File: config.mk
export PLATFORM = sky130hd
export DESIGN_NAME = rpn_result_uart_tx
export DESIGN_NICKNAME = d
export VERILOG_FILES = /design/src/rtl/rpn_result_uart_tx.sv
export SDC_FILE = /design/constraint.sdc
export NUM_CORES = 1
export LEC_CHECK = 0
export ABC_AREA = 0
export CAP_MARGIN = 20
export CORE_MARGIN = 2
export CORE_UTILIZATION = 60
export CTS_CLUSTER_DIAMETER = 200
export CTS_CLUSTER_SIZE = 28
export DETAILED_ROUTE_END_ITERATION = 6
export HOLD_SLACK_MARGIN = 0.05
export PLACE_DENSITY = 0.8
export SLEW_MARGIN = 30
export SYNTH_ARGS = -nofsm -noshare
export SYNTH_HDL_FRONTEND = slang
export SYNTH_SLANG_ARGS = --single-unit
File: constraint.sdc
create_clock -name clk -period 6.4 [get_ports clk]
set_input_delay 1.28 -clock clk [delete_from_list [all_inputs] [get_ports clk]]
set_output_delay 1.28 -clock clk [all_outputs]
set_load 0.03 [all_outputs]
File: src/rtl/rpn_result_uart_tx.sv
// rtl/rpn_result_uart_tx.sv - prints a 16-bit signed result as decimal ASCII plus LF over 8N1 UART
module rpn_result_uart_tx #(
  parameter int CLKS_PER_BIT = 217
) (
  input  logic        clk,
  input  logic        rst_n,
  input  logic [15:0] result,
  input  logic        result_valid,
  output logic        result_ready,
  output logic        tx_out,
  output logic        busy
);

  typedef enum logic [2:0] {IDLE, SIGN, DIGIT, SEND, NL} state_t;
  typedef enum logic [1:0] {K_SIGN, K_DIGIT, K_NL} kind_t;

  localparam int CW = (CLKS_PER_BIT > 2) ? $clog2(CLKS_PER_BIT) : 1;
  localparam logic [CW-1:0] CLK_LAST = CW'(CLKS_PER_BIT - 1);

  state_t      state;
  kind_t       kind;
  logic [CW-1:0] clk_cnt;
  logic [3:0]  bit_idx;
  logic [7:0]  shreg;
  logic [16:0] mag;
  logic [2:0]  pidx;
  logic [3:0]  d;
  logic        started;
  logic [16:0] pow;
  logic [16:0] ext;

  always_comb begin
    pow = 17'd1;
    case (pidx)
      3'd0:    pow = 17'd10000;
      3'd1:    pow = 17'd1000;
      3'd2:    pow = 17'd100;
      3'd3:    pow = 17'd10;
      default: pow = 17'd1;
    endcase
  end

  // Sign-extend to 17 bits so that -32768 negates to +32768 without overflow.
  assign ext = {result[15], result};

  always_ff @(posedge clk) begin
    if (!rst_n) begin
      state        <= IDLE;
      kind         <= K_SIGN;
      clk_cnt      <= '0;
      bit_idx      <= '0;
      shreg        <= '0;
      mag          <= '0;
      pidx         <= '0;
      d            <= '0;
      started      <= 1'b0;
      tx_out       <= 1'b1;
      busy         <= 1'b0;
      result_ready <= 1'b1;
    end else begin
      case (state)
        IDLE: begin
          if (result_valid) begin
            mag          <= result[15] ? (~ext + 17'd1) : ext;
            pidx         <= '0;
            d            <= '0;
            started      <= 1'b0;
            busy         <= 1'b1;
            result_ready <= 1'b0;
            state        <= result[15] ? SIGN : DIGIT;
          end
        end
        SIGN: begin
          shreg   <= 8'h2D;
          kind    <= K_SIGN;
          tx_out  <= 1'b0;
          clk_cnt <= '0;
          bit_idx <= '0;
          state   <= SEND;
        end
        DIGIT: begin
          if (mag >= pow) begin
            mag <= mag - pow;
            d   <= d + 4'd1;
          end else if (d == 4'd0 && !started && pidx < 3'd4) begin
            pidx <= pidx + 3'd1;
          end else begin
            shreg   <= 8'h30 + {4'b0, d};
            started <= 1'b1;
            kind    <= K_DIGIT;
            tx_out  <= 1'b0;
            clk_cnt <= '0;
            bit_idx <= '0;
            state   <= SEND;
          end
        end
        SEND: begin
          if (clk_cnt != CLK_LAST) begin
            clk_cnt <= clk_cnt + 1'b1;
          end else begin
            clk_cnt <= '0;
            if (bit_idx != 4'd9) begin
              bit_idx <= bit_idx + 4'd1;
              // bit_idx 8 is the last data bit, so the next bit is the stop bit.
              if (bit_idx == 4'd8) begin
                tx_out <= 1'b1;
              end else begin
                tx_out <= shreg[0];
                shreg  <= {1'b0, shreg[7:1]};
              end
            end else begin
              case (kind)
                K_SIGN: state <= DIGIT;
                K_DIGIT: begin
                  if (pidx < 3'd4) begin
                    pidx  <= pidx + 3'd1;
                    d     <= '0;
                    state <= DIGIT;
                  end else begin
                    state <= NL;
                  end
                end
                default: begin
                  state        <= IDLE;
                  busy         <= 1'b0;
                  result_ready <= 1'b1;
                end
              endcase
            end
          end
        end
        NL: begin
          shreg   <= 8'h0A;
          kind    <= K_NL;
          tx_out  <= 1'b0;
          clk_cnt <= '0;
          bit_idx <= '0;
          state   <= SEND;
        end
        default: state <= IDLE;
      endcase
    end
  end

endmodule
==> impl_metrics.json <==
{
  "crit_required_ps": 6610,
  "path_cells": "inv_1, ha_1, o21ai_0, and3_1, ha_1, nor2b_1, o21ai_1, a311oi_2, or3_1, o2111ai_1, mux2_1",
  "worst-endpoint-arrival_ps": 3640,
  "grt_remaining_overflow": 0,
  "die_w_um": 84.4,
  "netlist_area_um2": 3880,
  "met3_length_um": 788,
  "ys_seq_area_share_pct": 26.3,
  "yosys-top-cells-area": "dfxtp_1, ha_1, nand2_1, o21ai_0, a21oi_1",
  "num_io_pins": 22,
  "r2r-start": "pidx[0]$_SDFFE_PN0P_",
  "antennaDiodeCount": 0,
  "fin_crit_ps": 3430,
  "startpoint_type": "flip-flop",
  "hold_depth": 2,
  "yosys.area.top_type": "dfxtp_1",
  "crit_type": "flip-flop to flip-flop",
  "slew_headroom_pct": 42.2,
  "finalCritPeriodShare_pct": 53.6,
  "first_global_vias": 3453,
  "power.density_nw_per_um2": 389,
  "drive_gt1_share_pct": 5.31,
  "firstDrtPassIters": 5,
  "syn_to_final_growth_pct": 7.48,
  "nFillCells": 563,
  "portBuffers": 21,
  "rsz0062_at_grt": "false",
  "core_area_um2": 6310,
  "crit_path_end_kind": "flip-flop",
  "reg2reg_depth": 11,
  "critical-path-top-delay-family": "compound AO/OA/AOI/OAI gates",
  "slowest_stage": "or3_1",
  "hpwl_um": 7210,
  "gp_congestion": 1.03,
  "hold_path_end": "shreg[1]$_SDFFE_PN0P_",
  "max_cap_violations": 0,
  "avgSynthCellArea_um2": 7.67,
  "cp.buffers_inverters": 1,
  "ff_latch_area_um2": 1020,
  "nets": 552,
  "ctsLongestPathBuffers": 2,
  "htreeDepth": 2,
  "met1_length_um": 4680,
  "multi_input_area_um2": 2660,
  "clock-sinks": 51,
  "cts_resized": 0,
  "ys_warn_count": 0,
  "path_common_cell": "ha_1",
  "clk_latency_ps": 310,
  "path_clk_slew_ps": 100,
  "crit_cells": 11,
  "synth_nets": 551,
  "vias_per_cell": 6.68,
  "layout.cells.non_filler": 585,
  "holdCritPathClass": "flip-flop to flip-flop",
  "min-delay-start": "shreg[1]$_SDFFE_PN0P_",
  "r2r-end": "mag[16]$_SDFFE_PN0P_",
  "ir_worst_vdd_uv": 228,
  "cts_hold_buf": 0,
  "clock-skew-final_ps": 7.11,
  "wl_met2_um": 4300,
  "hold_violations": 0,
  "grt_start_max_net_pins": 50,
  "dp_cells": 577,
  "wire_per_inst_um": 16.9,
  "drc": 0,
  "max_clock_freq_mhz": 292,
  "synth_cell_type_count": 68,
  "critPathMaxFanout": 15,
  "max_stage_delay_ps": 650,
  "setup_viol": 0,
  "netlist_instances": 506,
  "initial_utilization_pct": 61.5,
  "synthFlopType": "dfxtp_1",
  "vias": 3905,
  "utilization_pct": 66.1,
  "drt_iter0_drc": 341,
  "ant_nets": 0,
  "synthArstFlopShare_pct": 0,
  "cts_tree": "yes",
  "outcome": "finished, final reports clean",
  "rows": 29,
  "r2r_setup_slack_ps": 2970,
  "power.leakage_nw": 1.52,
  "grt.total_usage_pct": 28.2,
  "die-area_um2": 7130,
  "die_y_um": 84.4,
  "worst_pin_slew_ps": 865,
  "cts-root-buf": "clkbuf_8",
  "totalWireLength_um": 9910,
  "post-cts-setup-buffers": 0,
  "grt_pass1_wl_um": 16600,
  "synth_top_area_share_pct": 26.3,
  "antenna_found_initial": 0,
  "top_layer": "met4",
  "setup-tns-final_ps": 0,
  "synth_edf_count": 0,
  "slew_viol_final": 0,
  "synth-seq-cells": 51,
  "numCtsBuffers": 5
}
## routing by layer
metal / track usage (%) / up-vias
li1: - / 1885
met3: 3.74 / 15
met5: 0 / -
met1: 41.7 / 1824
met4: 6.06 / 0
met2: 44.3 / 181
## worst max path at each step
stage                           endpoint  slack (ps)                  from
floorplan           mag[16]$_SDFFE_PN0P_        3520  pidx[0]$_SDFFE_PN0P_
global placement    mag[11]$_SDFFE_PN0P_        2910             result[3]
detailed placement  mag[14]$_SDFFE_PN0P_        2920             result[0]
CTS                 mag[16]$_SDFFE_PN0P_        2990  pidx[0]$_SDFFE_PN0P_
global route        mag[16]$_SDFFE_PN0P_        2720  pidx[0]$_SDFFE_PN0P_
finish              mag[16]$_SDFFE_PN0P_        2970  pidx[0]$_SDFFE_PN0P_
## tightest hold or removal path: cells and delay by family, from the launching register on
kind             cells  cell delay [ps]
and+or+nand+nor      1               50
muxes                1               60
DFF                  1              320
## synthesized netlist by cell type (2+ instances only)
cell type	n
buf_4	2
nor4_1	6
a21o_1	3
a22oi_1	2
inv_1	21
nand2_1	64
or4_1	4
o21ai_0	35
nand3_1	21
ha_1	25
and3_1	5
o221a_2	2
dfxtp_1	51
nand4_1	5
nand2b_1	5
nor2_1	32
o31ai_1	3
o21a_1	8
xnor2_1	12
o32ai_1	3
a2111oi_0	3
a311oi_2	2
nor2_2	2
a211oi_1	11
clkbuf_1	23
or3_1	10
nor2b_1	4
o211a_1	2
and2_1	4
buf_2	2
o211ai_1	8
nor3_1	9
nor4b_1	2
a41oi_1	3
a31oi_1	15
o2111ai_1	6
o221ai_1	4
xor2_1	8
a211o_1	3
o22ai_1	3
a21oi_1	31
o21ai_1	6
mux2i_1	11
## flip-flops by register name, summed over array words and instances (netlist names)
| register | count |
|---|---|
| bit_idx | 4 |
| busy | 1 |
| clk_cnt | 8 |
| d | 4 |
| kind | 2 |
| mag | 17 |
| pidx | 3 |
| result_ready | 1 |
| shreg | 6 |
| started | 1 |
| state | 3 |
| tx_out | 1 |
## cells by family (layout without fill, tap and decap cells)
logic type	count (synthesis)	in the layout	share of synthesized area, %
AND/OR/NAND/NOR	181	181	23.0
adder cells (fa/ha/maj)	26	26	8.58
multiplexers	13	13	3.42
flip-flops	51	51	26.3
XOR/XNOR	20	20	4.51
AO/OA/AOI/OAI	165	165	28.9
buffers and inverters	50	52	5.29
## layout by cell type (no fill, tap or decap), types with 12 or more instances in the layout
cell type and count:
nor2_1 32, ha_1 25, xnor2_1 12, a31oi_1 15, nand2_1 64, o21ai_0 35
nand3_1 21, inv_1 21, dfxtp_1 51, clkdlybuf4s50_1 21, a21oi_1 31
## cell type report
type,instances,area share (%)
multi-input cells,405,63.7
flip-flops and latches,51,24.5
clock inverters,3,0.570
repair buffers,23,5.40
well taps,77,2.31
inverters,21,1.89
clock buffers,5,1.65
## per-stage QoR
stage / setup WS [ps] / cell area, um2 / hold slack, ps / total power, mW
6_report: 2970 / 4170 / 467 / 1.62
5_1_grt: 2720 / 4170 / 496 / 1.74
4_1_cts: 2990 / 4170 / 472 / 1.59
3_5_place_dp: 2920 / 4080 / 457 / 1.40
3_3_place_gp: 2910 / 4080 / 448 / 1.38
2_1_floorplan: 3520 / 3880 / 432 / 1.19
## report_power, final
| part | leakage [nW] | internal (mW) | switching, mW |
|---|---|---|---|
| logic | 1.06 | 0.363 | 0.602 |
| clock network | 0.0408 | 0.0785 | 0.118 |
| registers | 0.416 | 0.385 | 0.0733 |
| total | 1.52 | 0.826 | 0.794 |
(Power assumes the default switching activity.)
